File: config.mk
export PLATFORM = sky130hd
export DESIGN_NAME = operand_deserializer
export DESIGN_NICKNAME = d
export VERILOG_FILES = /design/src/rtl/operand_deserializer_pkg.sv /design/src/rtl/operand_deserializer_shift_reg.sv /design/src/rtl/operand_deserializer.sv
export SDC_FILE = /design/constraint.sdc
export NUM_CORES = 1
export LEC_CHECK = 0
export BUFFER_PORTS_ARGS = -buffer_cell sky130_fd_sc_hd__buf_2
export CAP_MARGIN = 25
export CORE_ASPECT_RATIO = 0.6
export CORE_MARGIN = 2
export CORE_UTILIZATION = 30
export CTS_BUF_LIST = sky130_fd_sc_hd__clkbuf_4 sky130_fd_sc_hd__clkbuf_8
export CTS_CLUSTER_SIZE = 40
export DETAILED_ROUTE_END_ITERATION = 8
export PLACE_DENSITY_LB_ADDON = 0.12
export SLEW_MARGIN = 30
export SYNTH_ARGS = -nofsm -noshare
export SYNTH_HDL_FRONTEND = slang
export SYNTH_HIERARCHICAL = 1
export SYNTH_SLANG_ARGS = --single-unit
File: constraint.sdc
create_clock -name clk -period 2.39 [get_ports clk]
set_clock_uncertainty 0.2 [all_clocks]
set_input_delay 0.239 -clock clk [delete_from_list [all_inputs] [get_ports clk]]
set_output_delay 0.239 -clock clk [all_outputs]
set_load 0.05 [all_outputs]
File: src/rtl/operand_deserializer_pkg.sv
`default_nettype none
// ============================================================================
// Module      : operand_deserializer_pkg
// Description : Shared types and constants for the serial operand
//               deserializer: FSM state encoding, frame/timeout sizes,
//               operation-select encoding and a saturating counter helper.
//               Timeout behaviour is compiled in with DESER_TIMEOUT_EN.
// Revision    : 1.0 - initial release
// ============================================================================
package operand_deserializer_pkg;

  localparam int FRAME_BITS      = 32;
  localparam int TIMEOUT_SAMPLES = 40;
  localparam int CNT_W           = 6;

  typedef enum logic [1:0] {
    ST_IDLE = 2'd0,
    ST_RECV = 2'd1,
    ST_ACK  = 2'd2
  } deser_state_e;

  typedef enum logic [1:0] {
    OP_ADD = 2'b00,
    OP_SUB = 2'b01,
    OP_MUL = 2'b10,
    OP_DIV = 2'b11
  } op_sel_e;

  // Sample counter increment that sticks at all-ones instead of wrapping.
  function automatic logic [CNT_W-1:0] sat_inc(input logic [CNT_W-1:0] v);
    return (v == {CNT_W{1'b1}}) ? v : v + 1'b1;
  endfunction

endpackage
`default_nettype wire

File: src/rtl/operand_deserializer_shift_reg.sv
`default_nettype none
// ============================================================================
// Module      : serial_shift_reg
// Description : Serial-in shift register, new bit enters at the LSB and the
//               oldest bit leaves at the MSB. Synchronous clear discards the
//               accumulated history.
// Revision    : 1.0 - initial release
// ============================================================================
module serial_shift_reg
  import operand_deserializer_pkg::*;
#(
  parameter int WIDTH = FRAME_BITS
) (
  input  logic             clk,
  input  logic             rst,
  input  logic             shift_en_i,
  input  logic             clr_i,
  input  logic             bit_i,
  output logic [WIDTH-1:0] data_o
);

  logic [WIDTH-1:0] data_q;

  // Shift the serial bit in on enable; reset and clear both empty the register.
  always_ff @(posedge clk) begin
    if (rst || clr_i) begin
      data_q <= '0;
    end else if (shift_en_i) begin
      data_q <= {data_q[WIDTH-2:0], bit_i};
    end
  end

  assign data_o = data_q;

endmodule
`default_nettype wire

File: src/rtl/operand_deserializer.sv
`default_nettype none
// ============================================================================
// Module      : operand_deserializer
// Description : Receives two MSB-first serial operands plus an operation
//               select from an upstream source, assembles them into 32-bit
//               words and presents them to the FPU over a valid/ready
//               handshake. The frame's final bit is taken live on the ok
//               cycle, so the word is the 31 buffered samples plus that bit.
//               Optional receive timeout: define DESER_TIMEOUT_EN.
// Revision    : 1.0 - initial release
// ============================================================================
module operand_deserializer
  import operand_deserializer_pkg::*;
(
  input  logic        clk,
  input  logic        rst,
  input  logic        enable,
  input  logic        num1_bit,
  input  logic        num2_bit,
  input  logic        select0,
  input  logic        select1,
  input  logic        ok,
  output logic        dataready,
  output logic        stop,
  output logic [31:0] operand_a,
  output logic [31:0] operand_b,
  output logic [1:0]  op_sel,
  output logic [1:0]  frame_idx,
  output logic        out_valid,
  input  logic        out_ready,
  output logic        frame_err
);

  deser_state_e           state_q, state_d;
  logic [CNT_W-1:0]       cnt_q, cnt_d;
  logic                   dataready_q, dataready_d;
  logic                   stop_q, stop_d;
  logic                   out_valid_q, out_valid_d;
  logic                   frame_err_q, frame_err_d;
  logic [FRAME_BITS-1:0]  opa_q, opa_d;
  logic [FRAME_BITS-1:0]  opb_q, opb_d;
  logic [1:0]             op_sel_q, op_sel_d;
  logic [1:0]             frame_idx_q, frame_idx_d;

  logic                   w_shift_en;
  logic                   w_shift_clr;
  logic                   w_slot_free;
  logic                   w_timeout;
  logic [FRAME_BITS-1:0]  w_a_hist;
  logic [FRAME_BITS-1:0]  w_b_hist;
  logic                   w_unused_msb;

  serial_shift_reg #(.WIDTH(FRAME_BITS)) u_shift_a (
    .clk        (clk),
    .rst        (rst),
    .shift_en_i (w_shift_en),
    .clr_i      (w_shift_clr),
    .bit_i      (num1_bit),
    .data_o     (w_a_hist)
  );

  serial_shift_reg #(.WIDTH(FRAME_BITS)) u_shift_b (
    .clk        (clk),
    .rst        (rst),
    .shift_en_i (w_shift_en),
    .clr_i      (w_shift_clr),
    .bit_i      (num2_bit),
    .data_o     (w_b_hist)
  );

  // The oldest buffered bit is always displaced by the live bit at capture.
  assign w_unused_msb = w_a_hist[FRAME_BITS-1] ^ w_b_hist[FRAME_BITS-1];

  // Output slot can accept a new word if empty or being drained this cycle.
  assign w_slot_free = !out_valid_q || out_ready;

`ifdef DESER_TIMEOUT_EN
  assign w_timeout = (state_q == ST_RECV) && !ok &&
                     (cnt_q == CNT_W'(TIMEOUT_SAMPLES));
`else
  assign w_timeout = 1'b0;
`endif

  // State and registered outputs.
  always_ff @(posedge clk) begin
    if (rst) begin
      state_q     <= ST_IDLE;
      cnt_q       <= '0;
      dataready_q <= 1'b0;
      stop_q      <= 1'b0;
      out_valid_q <= 1'b0;
      frame_err_q <= 1'b0;
      opa_q       <= '0;
      opb_q       <= '0;
      op_sel_q    <= 2'b00;
      frame_idx_q <= 2'd0;
    end else begin
      state_q     <= state_d;
      cnt_q       <= cnt_d;
      dataready_q <= dataready_d;
      stop_q      <= stop_d;
      out_valid_q <= out_valid_d;
      frame_err_q <= frame_err_d;
      opa_q       <= opa_d;
      opb_q       <= opb_d;
      op_sel_q    <= op_sel_d;
      frame_idx_q <= frame_idx_d;
    end
  end

  // Next-state, shift control and output-register next values.
  always_comb begin
    state_d     = state_q;
    cnt_d       = cnt_q;
    dataready_d = dataready_q;
    stop_d      = 1'b0;
    frame_err_d = 1'b0;
    out_valid_d = out_valid_q;
    opa_d       = opa_q;
    opb_d       = opb_q;
    op_sel_d    = op_sel_q;
    frame_idx_d = frame_idx_q;
    w_shift_en  = 1'b0;
    w_shift_clr = 1'b0;

    // A consumed word empties the slot unless a capture refills it below.
    if (out_valid_q && out_ready) begin
      out_valid_d = 1'b0;
    end

    case (state_q)
      ST_IDLE: begin
        dataready_d = 1'b0;
        if (ok) begin
          // Upstream still thinks a frame is open: acknowledge to flush it.
          stop_d = 1'b1;
        end else if (enable) begin
          dataready_d = 1'b1;
          state_d     = ST_RECV;
        end
      end

      ST_RECV: begin
        dataready_d = 1'b1;
        if (w_timeout) begin
          frame_err_d = 1'b1;
          dataready_d = 1'b0;
          cnt_d       = '0;
          w_shift_clr = 1'b1;
          state_d     = ST_IDLE;
        end else if (!ok) begin
          w_shift_en = 1'b1;
          cnt_d      = sat_inc(cnt_q);
        end else if (w_slot_free) begin
          opa_d       = {w_a_hist[FRAME_BITS-2:0], num1_bit};
          opb_d       = {w_b_hist[FRAME_BITS-2:0], num2_bit};
          op_sel_d    = {select1, select0};
          out_valid_d = 1'b1;
          frame_idx_d = frame_idx_q + 2'd1;
          dataready_d = 1'b0;
          stop_d      = 1'b1;
          state_d     = ST_ACK;
        end
        // ok with a full slot: hold everything until the FPU drains it.
      end

      ST_ACK: begin
        dataready_d = 1'b0;
        cnt_d       = '0;
        state_d     = ST_IDLE;
      end

      default: begin
        state_d = ST_IDLE;
      end
    endcase
  end

  assign dataready = dataready_q;
  assign stop      = stop_q;
  assign out_valid = out_valid_q;
  assign frame_err = frame_err_q;
  assign operand_a = opa_q;
  assign operand_b = opb_q;
  assign op_sel    = op_sel_q;
  assign frame_idx = frame_idx_q;

endmodule
`default_nettype wire
==> flow_metrics.env <==
export IMPL_ctsHtreeMaxLevel=4
export IMPL_drive_above_1_share=0.2010
export IMPL_dr_pass1_iters=5
export IMPL_cts_tree="done"
export IMPL_vias=3581
export IMPL_fin_ws_ns=0.4118
export IMPL_post_drt_wl_per_cell_microns=12.85
export IMPL_whs_endpoint="operand_b[18]"
export IMPL_finalWeightedCongestion=0.6990
export IMPL_peakVddDrop_mv=0.2628
export IMPL_min_path_type="in -> reg"
export IMPL_clkTransAtPathRegs_ns=0.08
export IMPL_cp_slowest_stage_delay_ns=0.33
export IMPL_grt_antenna_before_repair=0
export IMPL_start_util=0.3050
export IMPL_ant_nets=0
export IMPL_leakage_nw=2.217
export IMPL_cpMostUsedCell="nand2_1"
export IMPL_grt_max_degree=51
export IMPL_period_needed_ns=1.978
export IMPL_ios=81
export IMPL_place_ws_ns=0.4190
export IMPL_initialDrtViolationCount=157
export IMPL_grt_use_total=0.1279
export IMPL_worstSetupPathType="reg -> reg"
export IMPL_slew_viol_final=0
export IMPL_drc=0
export IMPL_max_cap_violations=0
export IMPL_die_w_microns=169.3
export IMPL_finalSetupTns_ns=0
export IMPL_die_area_sq_mm=0.01747
export IMPL_crit_path_cell_trace="inv_1 -> ha_1 -> nand2_1 -> nor2b_4 -> buf_4 -> nand2_1 -> a21oi_1"
export IMPL_r2r_cells=7
export IMPL_port_buffers=79
export IMPL_yosysWarningCount=6
export IMPL_final_cell_mix="nand2_1, dfxtp_1, buf_2, a21oi_1, nor2_1"
export IMPL_worstSkewPairLatency_ns=0.43
export IMPL_totalWireLength_mm=10.68
export IMPL_r2r_start="state_q[1]"
export IMPL_dieHeight_microns=103.2
export IMPL_cp_top_family="simple AND/OR/NAND/NOR gates"
export IMPL_grt_pass1_vias=3367
export IMPL_power_density_mw_per_mm2=824.4
export IMPL_hold_buffers=6
export IMPL_grt_pass1_wl_mm=17.15
export IMPL_cts_resized=0
export IMPL_r2r_slack_ns=0.41
export IMPL_cts_made_buffers=17
export IMPL_core_area_sq_mm=0.01613
export IMPL_dp_hpwl_mm=6.933
export IMPL_hp_start="rst"
export IMPL_syn_cell_area_sq_mm=0.004918
export IMPL_syn_avg_cell_area_sq_um=9.228
export IMPL_power_total_mw=4.843
export IMPL_cts_sinks=135
export IMPL_clockBufferDepth=2
export IMPL_syn_inst=533
export IMPL_routed_via_density=4.309
export IMPL_startpoint="state_q[1]"
export IMPL_fmax_mhz=505.5
export IMPL_cts_root_buf="clkbuf_8"
export IMPL_r2r_end="operand_b[7]"
export IMPL_diodes=0
export IMPL_status="complete, no violations"
export IMPL_cpMaxStageDelayCell="dfxtp_1"
export IMPL_crit_buf_inv=2
export IMPL_post_cts_setup_buffers=0
export IMPL_min_path_cells=2
export IMPL_worstPathRequired_ns=2.56
export IMPL_num_nets_final=624
export IMPL_grt_ovfl_total=0
export IMPL_fp_row_count=36
export IMPL_finalCritPeriodShare=0.8277
export IMPL_crit_fanout=34
export IMPL_startpoint_type="flop"
export IMPL_area_growth_pct=19.44
export IMPL_hold_viol_final=0
export IMPL_report_final_setup_viol=0
export IMPL_endpoint_kind="flop"
export IMPL_arrival_ns=2.15
export IMPL_rsz0062_at_grt="no"
-- through the flow --
| stage | cell area (sq um) | util | hold WS (ns) | instances |
|---|---|---|---|---|
| floorplan | 4926 | - | 0.1750 | 535 |
| global placement | 5439 | 0.3373 | 0.2413 | 794 |
| detailed placement | 5439 | 0.3373 | 0.2437 | 794 |
| CTS | 5874 | 0.3643 | 0.02025 | 831 |
| global route | 5874 | 0.3643 | 0.04818 | 831 |
| finish | 5874 | 0.3643 | 0.03901 | 831 |
-- sequential cells by signal, indices dropped and copies added, names as in the netlist --
signal            count
stop                  1
operand_a            32
frame_idx             2
out_valid             1
state_q               2
u_shift_a/data_o     31
op_sel                2
u_shift_b/data_o     31
operand_b            32
dataready             1
-- metal layers --
metal / vias up / track usage / share of wire
met5: - / 0 / 0
met4: 0 / 0.05523 / 0.0080
met3: 5 / 0.04490 / 0.044
met2: 59 / 0.1736 / 0.38
met1: 1629 / 0.1822 / 0.57
li1: 1888 / - / -
-- worst max path at each step --
stage / end / slack [ns] / depth (start not counted)
after global placement: operand_b[7] / 0.51 / 7
after floorplan: op_sel[0] / 0.69 / 6
after global routing: operand_b[7] / 0.23 / 7
after detailed placement: operand_b[6] / 0.42 / 7
after CTS: operand_b[6] / 0.38 / 7
final: operand_b[7] / 0.41 / 7
-- power breakdown --
group          switching [mW]  total [mW]  internal [mW]  leakage [nW]
sequential             0.0290        2.31           2.29          1.09
clock                   0.857        1.83          0.971         0.195
combinational           0.466       0.699          0.234         0.934
-- cell type report --
| type | instances | area, sq um |
|---|---|---|
| inverters | 2 | 7.507 |
| clock inverters | 10 | 105.1 |
| repair buffers | 95 | 568.0 |
| multi-input cells | 359 | 1959 |
| fillers | 1674 | 10250 |
| clock buffers | 21 | 270.3 |
| flip-flops and latches | 135 | 2703 |
| well taps | 209 | 261.5 |
(Power assumes the default switching activity.)
